**src/rtl/vga_pkg.sv**
```systemverilog
// Shared VGA project package: glyph geometry, colour constants and the
// bundle of raster signals that travels down every drawing pipeline.
package vga_pkg;

  localparam int CHAR_W = 8;
  localparam int CHAR_H = 16;

  localparam logic [11:0] RGB_BLACK = 12'h000;
  localparam logic [11:0] RGB_WHITE = 12'hfff;

  typedef struct packed {
    logic [11:0] hcount;
    logic [11:0] vcount;
    logic        hsync;
    logic        hblnk;
    logic        vsync;
    logic        vblnk;
    logic [11:0] rgb;
  } vga_t;

  // Origin that centres an object of `size` px inside the window [lo, hi).
  function automatic int centre(input int lo, input int hi, input int size);
    return lo + ((hi - lo - size) >>> 1);
  endfunction

endpackage

```
**src/rtl/banner_anim.sv**
```systemverilog
// Frame-rate banner state: latched message, slide-in offset and blink phase.
// Everything here moves only on the frame event.
module banner_anim #(
  parameter int MSG_SEL_WIDTH = 2,
  parameter int BLINK_FRAMES  = 30,
  parameter int SLIDE_OFFSET  = 64,
  parameter int SLIDE_STEP    = 4,
  parameter int SLIDE_W       = (SLIDE_OFFSET > 0) ? $clog2(SLIDE_OFFSET + 1) : 1
) (
  input  logic                     clk,
  input  logic                     rst,
  input  logic                     frame_evt,
  input  logic [MSG_SEL_WIDTH-1:0] msg_sel,
  input  logic                     blink_en,
  output logic [MSG_SEL_WIDTH-1:0] msg_q,
  output logic [SLIDE_W-1:0]       slide_off,
  output logic                     blink_on
);

  localparam int CNT_W = (BLINK_FRAMES > 1) ? $clog2(BLINK_FRAMES) : 1;

  logic [MSG_SEL_WIDTH-1:0] msg_d;
  logic [SLIDE_W-1:0]       slide_q, slide_d;
  logic [CNT_W-1:0]         cnt_q, cnt_d;
  logic                     blink_q, blink_d;

  // NOTE: defaults first so every path assigns every signal and no latch appears.
  always_comb begin
    msg_d   = msg_q;
    slide_d = slide_q;
    cnt_d   = cnt_q;
    blink_d = blink_q;
    if (frame_evt) begin
      msg_d = msg_sel;
      if (msg_sel != '0 && msg_sel != msg_q)      slide_d = SLIDE_W'(SLIDE_OFFSET);
      else if (slide_q > SLIDE_W'(SLIDE_STEP))   slide_d = slide_q - SLIDE_W'(SLIDE_STEP);
      else                                       slide_d = '0;
      // Blink stays parked (text shown) until the slide has fully settled.
      if (!blink_en || slide_q != '0 || slide_d != '0) begin
        cnt_d   = '0;
        blink_d = 1'b1;
      end else if (cnt_q == CNT_W'(BLINK_FRAMES - 1)) begin
        cnt_d   = '0;
        blink_d = !blink_q;
      end else begin
        cnt_d = cnt_q + 1'b1;
      end
    end
  end

  // NOTE: non-blocking so every flop samples the pre-edge values.
  always_ff @(posedge clk) begin
    if (rst) begin
      msg_q   <= '0;
      slide_q <= '0;
      cnt_q   <= '0;
      blink_q <= 1'b1;
    end else begin
      msg_q   <= msg_d;
      slide_q <= slide_d;
      cnt_q   <= cnt_d;
      blink_q <= blink_d;
    end
  end

  assign slide_off = slide_q;
  assign blink_on  = blink_q;

endmodule

```
**src/rtl/delay.sv**
```systemverilog
// Generic clocked delay line: dout is din delayed by CLK_DEL cycles.
module delay #(
  parameter int WIDTH   = 8,
  parameter int CLK_DEL = 1
) (
  input  logic             clk,
  input  logic             rst,
  input  logic [WIDTH-1:0] din,
  output logic [WIDTH-1:0] dout
);

  logic [WIDTH-1:0] pipe_q [CLK_DEL];
  logic [WIDTH-1:0] pipe_d [CLK_DEL];

  always_comb begin
    pipe_d[0] = din;
    for (int i = 1; i < CLK_DEL; i++) pipe_d[i] = pipe_q[i-1];
  end

  // NOTE: every stage is cleared so no stale pixels drain out after reset.
  always_ff @(posedge clk) begin
    if (rst) begin
      for (int i = 0; i < CLK_DEL; i++) pipe_q[i] <= '0;
    end else begin
      pipe_q <= pipe_d;
    end
  end

  assign dout = pipe_q[CLK_DEL-1];

endmodule

```
**src/rtl/draw_banner_text.sv**
```systemverilog
// Centred text banner overlay: slides in on message change, optional blink,
// 3-cycle pipeline around an external char+font ROM chain.
module draw_banner_text import vga_pkg::*; #(
  parameter int          X_ADDR_WIDTH  = 4,
  parameter int          Y_ADDR_WIDTH  = 1,
  parameter int          SCALE_COEFF   = 0,
  parameter int          X_CHAR_COUNT  = 16,
  parameter int          Y_CHAR_COUNT  = 2,
  parameter int          MSG_SEL_WIDTH = 2,
  parameter int          X_MIN         = 0,
  parameter int          X_MAX         = 0,
  parameter int          Y_MIN         = 0,
  parameter int          Y_MAX         = 0,
  parameter logic [11:0] COLOR         = RGB_WHITE,
  parameter logic [11:0] BG_COLOR      = RGB_BLACK,
  parameter bit          BG_EN         = 1'b0,
  parameter int          BLINK_FRAMES  = 30,
  parameter int          SLIDE_OFFSET  = 64,
  parameter int          SLIDE_STEP    = 4
) (
  input  logic                                          i_pclk,
  input  logic                                          i_rst,
  input  logic [11:0]                                   i_hcount,
  input  logic [11:0]                                   i_vcount,
  input  logic                                          i_hsync,
  input  logic                                          i_hblnk,
  input  logic                                          i_vsync,
  input  logic                                          i_vblnk,
  input  logic [11:0]                                   i_rgb,
  input  logic [MSG_SEL_WIDTH-1:0]                      i_msg_sel,
  input  logic                                          i_blink_en,
  input  logic [7:0]                                    i_rom_word,
  output logic [11:0]                                   o_hcount,
  output logic [11:0]                                   o_vcount,
  output logic                                          o_hsync,
  output logic                                          o_hblnk,
  output logic                                          o_vsync,
  output logic                                          o_vblnk,
  output logic [11:0]                                   o_rgb,
  output logic [MSG_SEL_WIDTH+Y_ADDR_WIDTH+X_ADDR_WIDTH-1:0] o_char_addr,
  output logic [3:0]                                    o_char_line
);

  localparam int W         = X_CHAR_COUNT * (CHAR_W << SCALE_COEFF);
  localparam int H         = Y_CHAR_COUNT * (CHAR_H << SCALE_COEFF);
  localparam int XPOS      = centre(X_MIN, X_MAX, W);
  localparam int YPOS_BASE = centre(Y_MIN, Y_MAX, H);
  localparam int SLIDE_W   = (SLIDE_OFFSET > 0) ? $clog2(SLIDE_OFFSET + 1) : 1;
  localparam int ADDR_W    = MSG_SEL_WIDTH + Y_ADDR_WIDTH + X_ADDR_WIDTH;
  localparam int RW        = 14;

  typedef struct packed {
    logic       visible;
    logic [3:0] line;
    logic [2:0] bit_idx;
    vga_t       vga;
  } px_t;

  logic                     vblnk_prev_q, vblnk_prev_d;
  logic                     frame_evt;
  logic [MSG_SEL_WIDTH-1:0] msg_q;
  logic [SLIDE_W-1:0]       slide_off;
  logic                     blink_on;
  logic signed [RW-1:0]     ypos, rel_h, rel_v;
  logic                     in_box;
  logic [ADDR_W-1:0]        char_addr;
  px_t                      px0, px2;
  vga_t                     out_q, out_d;

  assign frame_evt = i_vblnk & ~vblnk_prev_q;

  banner_anim #(
    .MSG_SEL_WIDTH (MSG_SEL_WIDTH),
    .BLINK_FRAMES  (BLINK_FRAMES),
    .SLIDE_OFFSET  (SLIDE_OFFSET),
    .SLIDE_STEP    (SLIDE_STEP),
    .SLIDE_W       (SLIDE_W)
  ) u_anim (
    .clk       (i_pclk),
    .rst       (i_rst),
    .frame_evt (frame_evt),
    .msg_sel   (i_msg_sel),
    .blink_en  (i_blink_en),
    .msg_q     (msg_q),
    .slide_off (slide_off),
    .blink_on  (blink_on)
  );

  // Signed coordinates so pixels left of / above the box never alias inside.
  always_comb begin
    vblnk_prev_d = i_vblnk;
    ypos   = RW'(YPOS_BASE) - RW'(slide_off);
    rel_h  = RW'(i_hcount) - RW'(XPOS);
    rel_v  = RW'(i_vcount) - ypos;
    in_box = !rel_h[RW-1] && (rel_h < RW'(W)) && !rel_v[RW-1] && (rel_v < RW'(H));
    char_addr = {msg_q - MSG_SEL_WIDTH'(1),
                 rel_v[Y_ADDR_WIDTH+3+SCALE_COEFF : 4+SCALE_COEFF],
                 rel_h[X_ADDR_WIDTH+2+SCALE_COEFF : 3+SCALE_COEFF]};
    px0.visible = (msg_q != '0) && blink_on && in_box;
    px0.line    = rel_v[3+SCALE_COEFF : SCALE_COEFF];
    px0.bit_idx = rel_h[2+SCALE_COEFF : SCALE_COEFF];
    px0.vga     = '{i_hcount, i_vcount, i_hsync, i_hblnk, i_vsync, i_vblnk, i_rgb};
  end

  delay #(.WIDTH(ADDR_W), .CLK_DEL(1)) u_addr_dly (
    .clk (i_pclk), .rst (i_rst), .din (char_addr), .dout (o_char_addr)
  );

  delay #(.WIDTH($bits(px_t)), .CLK_DEL(2)) u_px_dly (
    .clk (i_pclk), .rst (i_rst), .din (px0), .dout (px2)
  );

  assign o_char_line = px2.line;

  // Font row arrives alongside o_char_line; colour is resolved here.
  always_comb begin
    out_d = px2.vga;
    if (px2.vga.hblnk || px2.vga.vblnk)                      out_d.rgb = RGB_BLACK;
    else if (px2.visible && i_rom_word[3'd7 - px2.bit_idx])  out_d.rgb = COLOR;
    else if (px2.visible && BG_EN)                           out_d.rgb = BG_COLOR;
  end

  always_ff @(posedge i_pclk) begin
    if (i_rst) begin
      vblnk_prev_q <= 1'b0;
      out_q        <= '0;
    end else begin
      vblnk_prev_q <= vblnk_prev_d;
      out_q        <= out_d;
    end
  end

  assign o_hcount = out_q.hcount;
  assign o_vcount = out_q.vcount;
  assign o_hsync  = out_q.hsync;
  assign o_hblnk  = out_q.hblnk;
  assign o_vsync  = out_q.vsync;
  assign o_vblnk  = out_q.vblnk;
  assign o_rgb    = out_q.rgb;

endmodule

```
**config.mk**
```make
export PLATFORM = sky130hd
export DESIGN_NAME = draw_banner_text
export DESIGN_NICKNAME = d
export VERILOG_FILES = /design/src/rtl/vga_pkg.sv /design/src/rtl/banner_anim.sv /design/src/rtl/delay.sv /design/src/rtl/draw_banner_text.sv
export SDC_FILE = /design/constraint.sdc
export NUM_CORES = 1
export LEC_CHECK = 0
export BUFFER_PORTS_ARGS = -buffer_cell sky130_fd_sc_hd__buf_2
export CAP_MARGIN = 30
export CORE_MARGIN = 2
export CORE_UTILIZATION = 50
export CTS_CLUSTER_DIAMETER = 50
export DETAILED_ROUTE_END_ITERATION = 12
export PLACE_DENSITY_LB_ADDON = 0.1
export SYNTH_ARGS = -nofsm -noshare
export SYNTH_HDL_FRONTEND = slang
export SYNTH_HIERARCHICAL = 1
export SYNTH_SLANG_ARGS = --single-unit
```
**constraint.sdc**
```tcl
create_clock -name i_pclk -period 3.1 [get_ports i_pclk]
set_clock_uncertainty 0.2 [all_clocks]
set_input_delay 0.155 -clock i_pclk [delete_from_list [all_inputs] [get_ports i_pclk]]
set_output_delay 0.155 -clock i_pclk [all_outputs]
set_load 0.05 [all_outputs]
```
==> metrics.txt, run 1 <==
Hold Slack 0.198 ns; critical-path maximum fanout 2; IO Count 104; Hold Vio Cnt, Final 0; final wirelength 9190 um; average size of a mapped cell 11.4 sq um; syn nets 538; worst-path cell chain dlygate4sd3_1 > buf_2 > ha_1 > ha_1 > fa_1 > a211oi_1 > o21bai_1 > a21oi_1 > mux2i_1 > nor4_1 > nor2b_1; Worst Hold Class in -> reg; max_slew headroom 42.2%; Initial Utilization 51.4%; first-pass GRT wire length 14900 um; DRC violations left 0; Gate Count Post-Synth 464; delay-heaviest family, CP adder cells; WL per Instance 11.9 um; post-synth cell types 49; H-tree Lvls 4; CP max stage delay 0.54 ns; hold worst-path end u_px_dly/pipe_d[6]$_SDFF_PP0_; CTS max path bufs 2; grt total ovfl 0; Rows 37; Power Dens Cells 651 mW/mm^2; largest net degree at the start of global routing 92; vias in the first global route 3252; final setup violation count 0; LEAKAGE 3.17 nW; RSZ-0062 raised after global routing false; Worst Path Required 3.34 ns; outcome finished clean; most common cell after layout, fill and taps aside dfxtp_1; GP Congestion 0.808; Worst Hold Depth 3; post-route ant nets 0; CTS tree built; Max IR drop VDD 0.349 mV; Register Area 0.00318 sq mm; Critical Path Sink Type flop; Post-synth EDFFs 0; CP arrival 2.88 ns; vias per inst 4.53; Final Cell Area 0.00696 sq mm; hold path start i_rgb[6]; Synth Flop Type dfxtp_1; fin crit period 2.64 ns; WS Path Type in -> reg; CTS resizes 0; TNS Setup 0 ns; async set-reset flop share out of synthesis 0%; root buf cell clkbuf_8; Via Count 3480; sequential area share after synthesis 60.2%; slowest stage cell, crit path dlygate4sd3_1; post-synth top area cell dfxtp_1; R2R Setup Slk 0.46 ns; CP dominant cell by count ha_1; Antenna Cells 0; DR iter-0 viols 193; CTS buffer count 17; Worst R2R Path Depth 9; Port Buffers 103; Final nets 694; first drt pass iteration count 4; initial antenna violation count 0; #FFs+latches synth 159; Worst Path Buf+Inv 2; height of the die 107 um; clock net sink count 159; clk slew on worst S/H paths 0.06 ns; placed cell area 0.00588 sq mm; fmax 378 MHz; area share of the largest cell type after synthesis 60.2%; Critical R2R Capture u_px_dly/pipe_d[47]$_SDFF_PP0_; Slew @ Worst Pin 0.867 ns; die width 107 um; most frequent cells in the layout 159 x dfxtp_1, 137 x nor2b_1, 102 x buf_2; utilization after layout 67.7%; reg2reg start u_anim/slide_off[1]$_SDFFE_PP0P_; # fillers 804; later-pin clock latency in the skew report 0.51 ns; Ys Warns 6; MaxCap Viol Count 0; Area Growth Syn to Fin 31.6%; Core Footprint 0.0103 sq mm; Tot GR Track Use 16.7%; final HPWL from detailed placement 5750 um; Multi-input gate area 0.00192 sq mm; CP startpoint kind input pin; layout cells sized above 1 23.2%; largest cells by area after synthesis dfxtp_1 60%, nor2b_1 16%, ha_1 4.7%; Post-Syn Area 0.00529 sq mm; Final Max Tran Viols 0; Final Cycle Share 85.3%; die area 0.0114 sq mm
## flip-flops by register name, indices dropped and copies added, names as in the netlist, 2 cells and up
name,flops
u_px_dly/pipe_d,48
o_rgb,12
u_anim/slide_off,7
u_anim/cnt_q,5
u_anim/msg_q,2
o_hcount,12
u_addr_dly/dout,7
o_vcount,12
u_px_dly/dout,48
## cell type report
cell class,count,share of cell area (%)
Tap cell,136,2.45
Inverter,19,1.03
Sequential cell,159,45.8
Clock inverter,14,2.23
Clock buffer,18,6.15
Timing Repair Buffer,155,14.8
Multi-Input combinational cell,268,27.6
## Yosys cell counts, types with 2 or more instances
cell type,count
nand3_1,3
a21o_1,14
a222oi_1,2
nor2b_1,137
a221o_1,2
a22o_1,2
clkbuf_1,7
nor3b_1,2
nand3b_1,2
nand2b_1,5
inv_1,19
a31o_2,2
xnor2_1,2
nand2_1,8
nor3_1,5
a21oi_1,7
nor2_1,11
mux2i_1,5
nor4_1,3
o31ai_1,4
buf_2,5
ha_1,20
a31oi_1,4
buf_6,5
dfxtp_1,159
o21ai_0,6
## cells by family (layout without fill, tap and decap cells)
group / count (synthesis) / in the layout / synth area share, %
AO/OA/AOI/OAI: 49 / 49 / 6.56
XOR/XNOR: 3 / 3 / 0.497
adder cells (fa/ha/maj): 21 / 21 / 5.11
buffers and inverters: 37 / 206 / 3.53
flip-flops: 159 / 159 / 60.2
multiplexers: 7 / 7 / 1.87
AND/OR/NAND/NOR: 188 / 188 / 22.2
## how the worst max path moves through the flow
| stage | startpoint | endpoint | slack (ns) | depth (start not counted) |
|---|---|---|---|---|
| 3_3_place_gp | u_anim/slide_off[1]$_SDFFE_PP0P_ | u_px_dly/pipe_d[47]$_SDFF_PP0_ | 0.56 | 9 |
| 2_1_floorplan | u_anim/slide_off[1]$_SDFFE_PP0P_ | u_px_dly/pipe_d[47]$_SDFF_PP0_ | 0.69 | 9 |
| 6_report | i_vcount[1] | u_px_dly/pipe_d[47]$_SDFF_PP0_ | 0.46 | 11 |
| 5_1_grt | u_anim/slide_off[1]$_SDFFE_PP0P_ | u_px_dly/pipe_d[47]$_SDFF_PP0_ | 0.19 | 9 |
| 3_5_place_dp | u_anim/slide_off[1]$_SDFFE_PP0P_ | u_px_dly/pipe_d[47]$_SDFF_PP0_ | 0.50 | 9 |
| 4_1_cts | u_anim/slide_off[1]$_SDFFE_PP0P_ | u_px_dly/pipe_d[47]$_SDFF_PP0_ | 0.47 | 9 |
## through the flow
step                      total power, mW  std cells  setup WS, ns
after floorplan                      2.43        464         0.693
final                                4.53        769         0.457
after global routing                 4.71        769         0.194
after detailed placement             2.52        688         0.498
after CTS                            4.57        769         0.473
after global placement               2.51        688         0.558
## power breakdown
| part | leakage [nW] | internal, mW | switching, mW |
|---|---|---|---|
| Clock | 0.283 | 1.18 | 0.820 |
| Combinational | 1.58 | 0.166 | 0.211 |
| Sequential | 1.31 | 2.13 | 0.0219 |
| Total | 3.17 | 3.47 | 1.05 |
## repair_timing
item	in CTS	in global routing
endpoints found under the hold margin	86	0
setup buffers	0	0
hold buffers	49	0
## worst register-to-register path: cells and delay by family (launching register included)
kind            cells  cell delay (ns)
fa+ha+maj           3             0.91
compound gates      3             0.64
simple gates        2             0.39
flops               1             0.33
mux                 1             0.09
## routing by layer
metal,vias up,part of all wire [%],global-route usage [%]
met4,0,1.4,6.49
met2,76,49,27.8
li1,1831,-,-
met3,12,4.1,4.80
met1,1561,46,20.4
met5,-,0,0
Note: power is estimated with default switching activity, not from simulation.
==> run 2: changes to the inputs <==
- CORE_UTILIZATION: 50 -> 30
==> run 2 against run 1 <==
Register-to-register slack better by 0.03 ns. Flip-flop and latch count unchanged. Cell area up 1.6%. Clock-buffer cell count is the same. Core utilization fell by 27 points. Total power increased by 2.0%. Worst setup slack worse by 0.073 ns. Via count grew 1.4%. Die area increased by 64%. Global-route usage fell by 5.0 points. Critical path depth unchanged. Critical endpoint unchanged. Largest power group unchanged.
==> metrics.txt, run 2 (same netlist as run 1, synthesis figures left out) <==
outcome finished clean (unchanged); Hold Vio Cnt, Final 0 (unchanged); first-pass GRT wire length 16800 um (was 14900 um); worst-path cell chain dlygate4sd3_1 > buf_2 > ha_1 > ha_1 > fa_1 > a211oi_1 > o21bai_1 > a21oi_1 > mux2i_1 > nor4_1 > nor2b_1 (unchanged); IO Count 104 (unchanged); Core Footprint 0.0172 sq mm (was 0.0103 sq mm); Max IR drop VDD 0.364 mV (was 0.349 mV); clock net sink count 159 (unchanged); Final Max Tran Viols 0 (unchanged); post-route ant nets 0 (unchanged); most common cell after layout, fill and taps aside dfxtp_1 (unchanged); layout cells sized above 1 23.4% (was 23.2%); initial antenna violation count 0 (unchanged); die width 137 um (was 107 um); Port Buffers 103 (unchanged); DRC violations left 0 (unchanged); WL per Instance 12.0 um (was 11.9 um); Seq pwr share 46.5% (was 47.5%); grt total ovfl 0 (unchanged); max_slew headroom 44.0% (was 42.2%); DR iter-0 viols 145 (was 193); height of the die 137 um (was 107 um); GP Congestion 0.693 (was 0.808); largest net degree at the start of global routing 126 (was 92); TNS Setup 0 ns (unchanged); final HPWL from detailed placement 6790 um (was 5750 um); final setup violation count 0 (unchanged); CP dominant cell by count ha_1 (unchanged); switching pwr 1.11 mW (was 1.05 mW); # fillers 1696 (was 804); H-tree Lvls 4 (unchanged); LEAKAGE 3.16 nW (was 3.17 nW); placed cell area 0.00601 sq mm (was 0.00588 sq mm); CP startpoint kind input pin (unchanged); Logic pwr share 8.3% (about the same); Clock Power Share 45.2% (was 44.2%); final cell count without fillers 854 (was 769); Final Cell Area 0.00707 sq mm (was 0.00696 sq mm); Antenna Cells 0 (unchanged); Critical Path Sink Type flop (unchanged); Net Sw Frac 24.0% (was 23.3%); Final Cycle Share 87.6% (was 85.3%); Rows 48 (was 37); die area 0.0187 sq mm (was 0.0114 sq mm); reg2reg start u_anim/slide_off[1]$_SDFFE_PP0P_ (unchanged); most frequent cells in the layout 159 x dfxtp_1, 137 x nor2b_1, 102 x buf_2 (unchanged); CTS max path bufs 2 (unchanged); Power Dens Cells 654 mW/mm^2 (was 651 mW/mm^2); WS Path Type in -> reg (unchanged); Slew @ Worst Pin 0.837 ns (was 0.867 ns); CP arrival 2.86 ns (was 2.88 ns); Initial Utilization 30.7% (was 51.4%); Worst setup startpoint i_vcount[1] (unchanged); CTS buffer count 17 (unchanged); CTS tree built (unchanged); utilization after layout 41.0% (was 67.7%); CP max stage delay 0.54 ns (about the same); Final nets 690 (was 694); final wirelength 10200 um (was 9190 um); Post-Place Cells 777 (was 688); hold path start i_blink_en (was i_rgb[6]); Area Growth Syn to Fin 33.7% (was 31.6%); vias in the first global route 3502 (was 3252); Tot GR Track Use 11.6% (was 16.7%); clk slew on worst S/H paths 0.06 ns (about the same); first drt pass iteration count 4 (unchanged); cell internal pwr 3.51 mW (was 3.47 mW); critical-path maximum fanout 2 (unchanged); slowest stage cell, crit path dlygate4sd3_1 (unchanged); vias per inst 4.13 (was 4.53); Worst Hold Class in -> reg (unchanged); Via Count 3529 (was 3480); Tot Pwr 4.62 mW (was 4.53 mW); root buf cell clkbuf_16 (was clkbuf_8); RSZ-0062 raised after global routing false (unchanged); MaxCap Viol Count 0 (unchanged); Worst Path Required 3.25 ns (was 3.34 ns); fin crit period 2.72 ns (was 2.64 ns); fmax 368 MHz (was 378 MHz); later-pin clock latency in the skew report 0.42 ns (was 0.51 ns)
run 2: cell count changes in the layout (fill, tap and decap cells not counted), sizes merged:
cell         delta
inv             +1
dlygate4sd3     -4
clkinv          -1
run 2: stage by stage:
stage,hold slack [ns],setup WS [ns]
3_3_place_gp,0.163,0.495
5_1_grt,0.148,0.200
6_report,0.0955,0.383
2_1_floorplan,0.0266,0.693
4_1_cts,0.0814,0.403
3_5_place_dp,0.173,0.525
run 2: per-layer routing:
metal / wire length [um] / GRT usage, %
met5: 0 / 0
met4: 133 / 5.27
met3: 560 / 4.00
met2: 4720 / 18.2
met1: 4810 / 14.5
run 2: area by class of cell:
| class | instances | area, sq um | share of cell area (%) |
|---|---|---|---|
| sequential | 159 | 3180 | 45.1 |
| multi-input combinational | 268 | 1920 | 27.2 |
| timing repair buffer | 151 | 1000 | 14.2 |
| clock buffer | 18 | 429 | 6.07 |
| tap | 225 | 282 | 3.98 |
| clock inverter | 14 | 175 | 2.48 |
| inverter | 19 | 71.3 | 1.01 |
run 2: power groups by stage:
stage | combinational [mW] | clock, mW | sequential [mW]
floorplan | 0.162 | 0 | 2.27
global placement | 0.337 | 0 | 2.19
detailed placement | 0.340 | 0 | 2.19
CTS | 0.386 | 2.17 | 2.15
global route | 0.417 | 2.26 | 2.16
finish | 0.381 | 2.09 | 2.15
run 2: worst max-delay path: cells and delay by family:
kind	cells	cell delay, ns
adders and majority gates	3	0.93
buffers and inverters	2	0.67
AOI/OAI and AO/OA	3	0.61
and+or+nand+nor	2	0.41
muxes	1	0.10
run 2: final timing paths:
kind | slack, ns | cells past startpoint | to
worst min-delay path | 0.1 | 6 | u_anim/blink_on$_SDFFE_PP1P_
worst max register to register | 0.49 | 9 | u_px_dly/pipe_d[47]$_SDFF_PP0_
worst max-delay path | 0.38 | 11 | u_px_dly/pipe_d[47]$_SDFF_PP0_
worst min register to register | 0.22 | 1 | o_rgb[11]$_SDFF_PP0_
run 2: timing repair:
item,in CTS,in global routing
buffers inserted,0,0
hold buffers,45,0
gates resized for setup,0,0
endpoints found under the hold margin,61,0
endpoints found under the setup margin,0,0
